<file path="src/rtl/acc_multi_dispatcher_pkg.sv">
// Shared types and constants for the multi-port accelerator dispatcher.
package acc_multi_dispatcher_pkg;

  localparam int unsigned XLEN          = 64;
  localparam int unsigned TRANS_ID_BITS = 3;
  localparam int unsigned MaxAccW       = 3;  // port index width, covers up to 8 ports

  typedef logic [XLEN-1:0] xlen_t;

  localparam xlen_t ILLEGAL_INSTR = xlen_t'(2);

  // Default major opcodes: vector extension on port 0, custom-0 on port 1
  localparam logic [6:0] OPCODE_VECTOR  = 7'b1010111;
  localparam logic [6:0] OPCODE_CUSTOM0 = 7'b0001011;

  typedef struct packed {
    logic [TRANS_ID_BITS-1:0] trans_id;
    xlen_t                    operand_a;
    xlen_t                    operand_b;
    xlen_t                    imm;
  } fu_data_t;

  typedef struct packed {
    logic [31:0]              insn;
    xlen_t                    rs1;
    xlen_t                    rs2;
    logic [TRANS_ID_BITS-1:0] trans_id;
  } accelerator_req_t;

  typedef struct packed {
    logic [TRANS_ID_BITS-1:0] trans_id;
    xlen_t                    result;
    logic                     error;
  } accelerator_resp_t;

  typedef struct packed {
    xlen_t cause;
    xlen_t tval;
    logic  valid;
  } exception_t;

  // Queue payload: instruction plus its decoded destination port
  typedef struct packed {
    fu_data_t           data;
    logic [MaxAccW-1:0] port;
    logic               nomatch;
  } acc_entry_t;

endpackage

</file>
<file path="src/rtl/acc_commit_queue.sv">
// In-order circular buffer with per-entry committed bits, id-matched commit and flush truncation.
module acc_commit_queue #(
  parameter int unsigned QueueDepth = 4,
  parameter int unsigned IdBits     = 3,
  parameter type         entry_t    = logic
) (
  input  logic                          clk_i,
  input  logic                          rst_i,
  input  logic                          flush_i,
  input  logic                          push_i,
  input  entry_t                        push_data_i,
  input  logic [IdBits-1:0]             push_id_i,
  input  logic                          commit_i,
  input  logic [IdBits-1:0]             commit_id_i,
  input  logic                          pop_i,
  output logic                          head_valid_o,
  output logic                          head_committed_o,
  output entry_t                        head_data_o,
  output logic [$clog2(QueueDepth):0]   count_o
);

  localparam int unsigned PtrW = $clog2(QueueDepth);
  localparam int unsigned CntW = PtrW + 1;

  entry_t            mem_q [QueueDepth];
  logic [IdBits-1:0] id_q  [QueueDepth];
  logic [QueueDepth-1:0] valid_q, valid_d, comm_q, comm_d;
  logic [PtrW-1:0]       head_q, head_d, tail_q, tail_d;
  logic [CntW-1:0]       kept;

  // Next-state: commit match first, then pop, then either truncate (flush) or push
  always_comb begin
    valid_d = valid_q;
    comm_d  = comm_q;
    head_d  = head_q;
    tail_d  = tail_q;
    kept    = '0;
    if (commit_i) begin
      for (int unsigned i = 0; i < QueueDepth; i++) begin
        if (valid_q[i] && (id_q[i] == commit_id_i)) comm_d[i] = 1'b1;
      end
    end
    if (pop_i) begin
      valid_d[head_q] = 1'b0;
      comm_d[head_q]  = 1'b0;
      head_d          = head_q + PtrW'(1);
    end
    if (flush_i) begin
      // committed entries form a prefix, so survivors start at the new head
      for (int unsigned i = 0; i < QueueDepth; i++) begin
        valid_d[i] = valid_d[i] & comm_d[i];
        comm_d[i]  = valid_d[i];
        kept       = kept + CntW'(valid_d[i]);
      end
      tail_d = head_d + PtrW'(kept);
    end else if (push_i) begin
      valid_d[tail_q] = 1'b1;
      comm_d[tail_q]  = commit_i && (push_id_i == commit_id_i);
      tail_d          = tail_q + PtrW'(1);
    end
  end

  // Control state register
  always_ff @(posedge clk_i) begin
    if (rst_i) begin
      valid_q <= '0;
      comm_q  <= '0;
      head_q  <= '0;
      tail_q  <= '0;
    end else begin
      valid_q <= valid_d;
      comm_q  <= comm_d;
      head_q  <= head_d;
      tail_q  <= tail_d;
    end
  end

  // Payload storage, qualified by the valid bits so it needs no reset
  always_ff @(posedge clk_i) begin
    if (push_i && !flush_i && !rst_i) begin
      mem_q[tail_q] <= push_data_i;
      id_q[tail_q]  <= push_id_i;
    end
  end

  // Occupancy from the valid bits
  always_comb begin
    count_o = '0;
    for (int unsigned i = 0; i < QueueDepth; i++) count_o = count_o + CntW'(valid_q[i]);
  end

  assign head_valid_o     = valid_q[head_q];
  assign head_committed_o = comm_q[head_q];
  assign head_data_o      = mem_q[head_q];

endmodule

</file>
<file path="src/rtl/acc_multi_dispatcher.sv">
// Buffers accelerator instructions until commit, routes them by opcode, merges responses round-robin.
module acc_multi_dispatcher
  import acc_multi_dispatcher_pkg::*;
#(
  parameter int unsigned           NrAcc      = 2,
  parameter int unsigned           QueueDepth = 4,
  parameter logic [NrAcc-1:0][6:0] AccOpcode  = {OPCODE_CUSTOM0, OPCODE_VECTOR}
) (
  input  logic                                 clk_i,
  input  logic                                 rst_i,
  input  logic                                 flush_i,
  input  fu_data_t                             acc_data_i,
  input  logic                                 acc_valid_i,
  output logic                                 acc_ready_o,
  input  logic                                 acc_commit_i,
  input  logic [TRANS_ID_BITS-1:0]             acc_commit_trans_id_i,
  output accelerator_req_t [NrAcc-1:0]         acc_req_o,
  output logic [NrAcc-1:0]                     acc_req_valid_o,
  input  logic [NrAcc-1:0]                     acc_req_ready_i,
  input  accelerator_resp_t [NrAcc-1:0]        acc_resp_i,
  input  logic [NrAcc-1:0]                     acc_resp_valid_i,
  output logic [NrAcc-1:0]                     acc_resp_ready_o,
  output logic [TRANS_ID_BITS-1:0]             acc_trans_id_o,
  output xlen_t                                acc_result_o,
  output logic                                 acc_valid_o,
  output exception_t                           acc_exception_o
);

  localparam int unsigned PortW = (NrAcc > 1) ? $clog2(NrAcc) : 1;
  localparam int unsigned CntW  = $clog2(QueueDepth) + 1;

  acc_entry_t          push_entry, head_entry;
  logic                push, pop, head_valid, head_committed, head_ok, local_wb;
  logic [CntW-1:0]     count;
  logic [PortW-1:0]    rr_q, rr_d, grant;
  logic                grant_valid;
  logic [2*NrAcc-1:0]  rot;
  logic                unused_imm_hi;

  assign acc_ready_o   = (count != CntW'(QueueDepth)) && !rst_i;
  assign push          = acc_valid_i && acc_ready_o;
  assign unused_imm_hi = ^head_entry.data.imm[XLEN-1:32];

  // Opcode decode at push; lowest-numbered matching port wins
  always_comb begin
    push_entry         = '0;
    push_entry.data    = acc_data_i;
    push_entry.nomatch = 1'b1;
    for (int p = NrAcc - 1; p >= 0; p--) begin
      if (acc_data_i.imm[6:0] == AccOpcode[p]) begin
        push_entry.port    = MaxAccW'(p);
        push_entry.nomatch = 1'b0;
      end
    end
  end

  acc_commit_queue #(
    .QueueDepth (QueueDepth),
    .IdBits     (TRANS_ID_BITS),
    .entry_t    (acc_entry_t)
  ) i_queue (
    .clk_i            (clk_i),
    .rst_i            (rst_i),
    .flush_i          (flush_i),
    .push_i           (push),
    .push_data_i      (push_entry),
    .push_id_i        (acc_data_i.trans_id),
    .commit_i         (acc_commit_i),
    .commit_id_i      (acc_commit_trans_id_i),
    .pop_i            (pop),
    .head_valid_o     (head_valid),
    .head_committed_o (head_committed),
    .head_data_o      (head_entry),
    .count_o          (count)
  );

  // Head dispatch: demux valid to the decoded port, pop on its ready or on nomatch
  always_comb begin
    acc_req_valid_o = '0;
    head_ok         = head_valid && head_committed && !rst_i;
    local_wb        = head_ok && head_entry.nomatch;
    pop             = local_wb;
    for (int p = 0; p < NrAcc; p++) begin
      if (head_ok && !head_entry.nomatch && (head_entry.port == MaxAccW'(p))) begin
        acc_req_valid_o[p] = 1'b1;
        pop                = acc_req_ready_i[p];
      end
    end
  end

  // Head payload broadcast on every port
  always_comb begin
    for (int p = 0; p < NrAcc; p++) begin
      acc_req_o[p].insn     = head_entry.data.imm[31:0];
      acc_req_o[p].rs1      = head_entry.data.operand_a;
      acc_req_o[p].rs2      = head_entry.data.operand_b;
      acc_req_o[p].trans_id = head_entry.data.trans_id;
    end
  end

  // Round-robin pick: first valid response at or after the pointer
  always_comb begin
    grant       = '0;
    grant_valid = 1'b0;
    rot         = {acc_resp_valid_i, acc_resp_valid_i} >> rr_q;
    for (int unsigned i = 0; i < NrAcc; i++) begin
      if (!grant_valid && rot[i]) begin
        grant_valid = 1'b1;
        grant       = (32'(rr_q) + i >= NrAcc) ? PortW'(32'(rr_q) + i - NrAcc)
                                               : PortW'(32'(rr_q) + i);
      end
    end
  end

  // Writeback mux: local nomatch exception beats accelerator responses
  always_comb begin
    acc_resp_ready_o = '0;
    acc_valid_o      = 1'b0;
    acc_trans_id_o   = '0;
    acc_result_o     = '0;
    acc_exception_o  = '0;
    rr_d             = rr_q;
    if (local_wb) begin
      acc_valid_o           = 1'b1;
      acc_trans_id_o        = head_entry.data.trans_id;
      acc_exception_o.cause = ILLEGAL_INSTR;
      acc_exception_o.tval  = xlen_t'(head_entry.data.imm[31:0]);
      acc_exception_o.valid = 1'b1;
    end else if (grant_valid && !rst_i) begin
      for (int p = 0; p < NrAcc; p++) begin
        if (grant == PortW'(p)) begin
          acc_resp_ready_o[p]   = 1'b1;
          acc_valid_o           = 1'b1;
          acc_trans_id_o        = acc_resp_i[p].trans_id;
          acc_result_o          = acc_resp_i[p].result;
          acc_exception_o.valid = acc_resp_i[p].error;
          acc_exception_o.cause = acc_resp_i[p].error ? ILLEGAL_INSTR : '0;
        end
      end
      rr_d = (32'(grant) == NrAcc - 1) ? '0 : grant + PortW'(1);
    end
  end

  // Arbiter pointer
  always_ff @(posedge clk_i) begin
    if (rst_i) rr_q <= '0;
    else       rr_q <= rr_d;
  end

endmodule

</file>
<file path="config.mk">
export PLATFORM = sky130hd
export DESIGN_NAME = acc_multi_dispatcher
export DESIGN_NICKNAME = d
export VERILOG_FILES = /design/src/rtl/acc_multi_dispatcher_pkg.sv /design/src/rtl/acc_commit_queue.sv /design/src/rtl/acc_multi_dispatcher.sv
export SDC_FILE = /design/constraint.sdc
export NUM_CORES = 1
export LEC_CHECK = 0
export ABC_CLOCK_PERIOD_IN_PS = 20600
export BUFFER_PORTS_ARGS = -buffer_cell sky130_fd_sc_hd__buf_2
export CAP_MARGIN = 20
export CORE_AREA = 2 2 344 346
export CTS_BUF_LIST = sky130_fd_sc_hd__clkbuf_4 sky130_fd_sc_hd__clkbuf_8
export DETAILED_ROUTE_END_ITERATION = 8
export DIE_AREA = 0 0 346 348
export GPL_ROUTABILITY_DRIVEN = 0
export HOLD_SLACK_MARGIN = 0.06
export SLEW_MARGIN = 5
export SYNTH_ARGS = -nofsm -noshare
export SYNTH_HDL_FRONTEND = slang
export SYNTH_HIERARCHICAL = 1
export SYNTH_SLANG_ARGS = --single-unit
</file>
<file path="constraint.sdc">
create_clock -name clk_i -period 20.6 [get_ports clk_i]
set_input_delay 2.06 -clock clk_i [delete_from_list [all_inputs] [get_ports clk_i]]
set_output_delay 2.06 -clock clk_i [all_outputs]
set_load 0.03 [all_outputs]
</file>
# [Word level (Yosys, flattened, before mapping)]
# Memory sizes are Yosys's and may differ from the RTL's. A register that Yosys moved wholly into a read port is not among the register bits.
# Index checks and enable logic that the tools add are counted.
# W data, S select, Z words.
[totals] register_bits=13 mem_bits_rw=800 n_memories=2
[memory_table] name="i_queue.mem_q" depth=4 width=197 rd=1 rd_ports_with_merged_regs=1 wr=1 line="acc_commit_queue.sv:25" rtl="entry_t mem_q [QueueDepth];"
[memory_table] name="i_queue.id_q" depth=4 width=3 rd=4 rd_ports_with_merged_regs=0 wr=1 line="acc_commit_queue.sv:26" rtl="logic [IdBits-1:0] id_q [QueueDepth];"
[op_classes] n_addsub=13 magnitude_cmp=6 n_eq_ne=9 n_shift=1 muxes=60 bitwise_logic=9 reduce_logical=26
[op_table] cell="$mux W64" n=3
[op_table] cell="$mux W32" n=1
[op_table] cell="$mux W1" n=28
[op_table] cell="$mux W4" n=7
[op_table] cell="$mux W2" n=13
[op_table] cell="$logic_and A1 B1 Y1" n=19
[op_table] cell="$eq A3 B3 Y1" n=5
[op_table] cell="$mux W3" n=3
[op_table] cell="$and A4 B4 Y4" n=2
[op_table] cell="$eq A7 B4 Y1 const B" n=1
[op_table] cell="$eq A7 B7 Y1 const B" n=1
[op_table] cell="$add A3 B1 Y3" n=2
[op_table] cell="$lt A2 B3 Y1 const B" n=2
[op_table] cell="$add A1 B1 Y2" n=2
[op_table] cell="$add A2 B1 Y2" n=2
[op_table] cell="$add A2 B1 Y2 const B" n=2
[op_table] cell="$and A1 B1 Y1" n=4
[op_table] cell="$bmux W1 S2" n=2
[op_table] cell="$bwmux W4" n=1
[op_table] cell="$demux W1 S2" n=2
[op_table] cell="$ge A2 B1 Y1 const B" n=2
[op_table] cell="$logic_not A1 Y1" n=4
[op_table] cell="$not A4 Y4" n=1
[op_table] cell="$or A4 B4 Y4" n=1
[op_table] cell="13 further kinds" n=14

# [Logic depth before layout (Yosys ltp)]
[logic_depth] depth_word=15 depth_mapped=16 mapped_depth_nobuf=12

# [Modules after synthesis]
# Netlist, hierarchy kept.
[by_module_without_submodules] mod="acc_commit_queue" instances=1 cells_each=1175 area_each_um2=30171.4 seq_area_each_um2=24503.5
[by_module_without_submodules] mod="acc_multi_dispatcher" instances=1 cells_each=580 area_each_um2=3749.8 seq_area_each_um2=20.0

# [Least setup slack after synthesis]
# No wires, ideal clock.
[synth_path] path_type="input -> register" from="input port rst_i" to="memory i_queue.id_q[2][0] (enable)" setup_ns=1.011 t_arrival_ns=16.793 required_ns=19.589 path_slack_ns=2.796 path_stages=5 path_buffers=1 path_cell_list="a21oi_1 > and2_1 > clkbuf_1 > nand2_1 > nor3_1"
[synth_via] elab_chain_cells=7
[synth_rtl] item="from (decl)" line="acc_multi_dispatcher.sv:10" rtl="input logic rst_i,"
[synth_rtl] item="$logic_not A1 Y1" line="acc_multi_dispatcher.sv:40" rtl="assign acc_ready_o = (count != CntW'(QueueDepth)) && !rst_i;"
[synth_rtl] item="$logic_and A1 B1 Y1" line="acc_multi_dispatcher.sv:40"
[synth_rtl] item="$logic_and A1 B1 Y1" line="acc_multi_dispatcher.sv:41" rtl="assign push = acc_valid_i && acc_ready_o;"
[synth_rtl] item="named net push" line="acc_multi_dispatcher.sv:33" rtl="logic push, pop, head_valid, head_committed, head_ok, local_wb;"
[synth_rtl] item="$logic_and A1 B1 Y1 (2 in a row)" line="acc_commit_queue.sv:80" rtl="if (push_i && !flush_i && !rst_i) begin"
[synth_rtl] item="$mux W1" line="acc_commit_queue.sv:80"
[synth_rtl] item="$mux W1 (implied by the code)" line="acc_commit_queue.sv:82" rtl="id_q[tail_q] <= push_id_i;"
[synth_rtl] item="to (decl)" line="acc_commit_queue.sv:26"
# The timed path passes the listed nets, and every way through them passes these cells.

# [Worst setup path after layout]
[layout_path] from="input port rst_i" to="output port acc_result_o[59]"
[layout_via] elab_chain_cells=4 word_cells_on_any_way=6
[layout_rtl] item="$logic_not A1 Y1 (*)" line="acc_multi_dispatcher.sv:80, acc_multi_dispatcher.sv:129"
[layout_rtl] item="$logic_and A1 B1 Y1 (on tied branches)" line="acc_multi_dispatcher.sv:129, acc_multi_dispatcher.sv:80"
[layout_rtl] item="$mux W64 / $logic_and A1 B1 Y1 (equally long branches)" line="acc_multi_dispatcher.sv:129, acc_multi_dispatcher.sv:81"
[layout_rtl] item="$mux W64 (*)" line="acc_multi_dispatcher.sv:123" rtl="if (local_wb) begin"
[layout_rtl] item="to (decl)" line="acc_multi_dispatcher.sv:24" rtl="output xlen_t acc_result_o,"
# Mark *: on every way between the ends. The rest lies on a longest branch, timed or not.

==> results.yml <==
run_status:
  run_status: "complete, no violations"
floorplan:
  die_x_um: 346
  die_area_um2: 120000
  fp-row-count: 126
  initial_core_util_pct: 25.1
  fp.dieH_um: 348
  core_area_um2: 117000
  ios: 871
timing:
  slew_violations: 0
  timing.setup.tns_ns: 0
  worst_slew_pin_slew_ns: 0.985
  setup_violations: 0
  period_share_pct: 32.0
  slew_headroom_pct: 34.3
  grt_setup_unrepaired: "no"
  min_period_ns: 6.59
  fin_worst_skew_ns: 0.0393
  report.final.hold_viol_count: 0
  fmax_mhz: 152
pwr:
  power_density_nw_per_um2: 82.9
  leakage_nw: 12.5
  p_total_mw: 2.93
  peakVddDrop_mv: 0.0594
clock_tree:
  cts_tree: "built"
  clock-sinks: 693
  cts_setup_buffers: 0
  htree_levels: 3
  cts_resized: 0
  insertion_delay_ns: 0.81
  ctsHoldBuffers: 0
  numCtsBuffers: 112
  max-clock-path-buffers: 3
  cts_root_buffer: "clkbuf_8"
  clkSlewWorstSetupHoldPaths_ns: 0.06
setup_path:
  crit_path_end_kind: "primary output"
  start_kind: "input pin"
  ff2ff_setup_slack_ns: 15.18
  slowest_delay_ns: 0.60
  arrival_ns: 4.53
  critPathBufInv: 4
  cp_cell_sequence: "buf_2, inv_2, buf_4, nand4_1, a21oi_1, buf_2"
  crit_type: "input pin to primary output"
  slowest_stage: "buf_4"
  crit_path_max_fanout: 68
  cp_top_family: "buffers and inverters"
  cp_common_cell: "buf_2"
  worstPathRequired_ns: 18.54
place:
  numPortBuffers: 743
  dp_hpwl_um: 57600
  dpl.cell_count: 3640
layout:
  drive_gt1_share_pct: 49.6
  layout.nets: 2574
  mostFrequentLayoutCells: "buf_2 (743), edfxtp_1 (680), mux4_2 (169)"
  layout_commonest_cell: "buf_2"
  areaGrowthSynthToFinish_pct: 20.3
  final_cells: 3851
route:
  first_pass_iters: 6
  routed_wl_um: 81800
  wl_per_cell_um: 21.2
  vias: 16500
  antenna_left: 0
  drt_iter0_drc: 1213
  vias_per_cell: 4.27
  route.detailed.drc: 0
logic_synthesis:
  syn_inst: 1591
  syn_avg_cell_area_um2: 18.4
  synthesis.area_um2: 29300
  yosys_warnings: 6
grt:
  grt_pass1_vias: 16200
  grt_usage_pct: 13.1
  grt_overflow: 0
  grt_pass1_wl_um: 114000
  grt_max_degree: 79
  antenna_found_initial: 16
min_path:
  hold_class: "flop to flop"
run:
  maxCapViolations: 0
[final cells by class]
type	count	area [µm²]
Fill cell	11600	81700
Sequential cell	693	20700
Multi-Input combinational cell	631	6480
Timing Repair Buffer	769	3910
Tap cell	1536	1920
Clock buffer	145	1790
Clock inverter	61	442
Inverter	11	41.3
Antenna cell	5	12.5
[where the power goes]
part	internal (mW)	leakage [nW]	switching, mW
sequential	1.56	6.25	0.00235
clock	0.625	1.19	0.554
combinational	0.0493	5.07	0.136
[stage by stage]
step	area, µm²	utilization (%)	hold WS (ns)	setup slack [ns]
after CTS	35300	30.2	0.531	13.80
final	35300	30.2	0.534	14.01
after global placement	33000	28.2	0.506	13.93
after detailed placement	33000	28.2	0.516	13.96
after global routing	35300	30.2	0.589	13.75
after floorplan	29700	-	0.485	5.04
[tightest hold or removal path, cell delays in order, from the launching register on]
cell,delay [ns]
dfxtp_1,0.33
a21oi_1,0.11
nor2_1,0.05
[registers in the layout, summed over array words and instances, names as in the netlist]
name,count
i_queue/comm_q,4
i_queue/head_q,2
i_queue/id_q,12
i_queue/mem_q,668
i_queue/tail_q,2
i_queue/valid_q,4
rr_q,1
[routing by layer]
layer	wire length [µm]	GRT usage, %	up-vias
met5	103	0	-
met3	5800	3.69	168
met1	29300	14.3	8268
met4	3550	6.09	16
li1	-	-	7233
met2	43000	23.5	765
[path summary, 6_finish.rpt]
path / from / endpoint / cells after the start
worst min register to register: rr_q$_SDFFE_PP0P_ / rr_q$_SDFFE_PP0P_ / 2
worst max-delay path: rst_i / acc_result_o[59] / 6
worst min-delay path: rr_q$_SDFFE_PP0P_ / rr_q$_SDFFE_PP0P_ / 2
worst max register to register: i_queue/head_q[1]$_SDFF_PP0_ / i_queue/tail_q[1]$_SDFFE_PP0P_ / 13
Note: power is estimated with default switching activity, not from simulation.
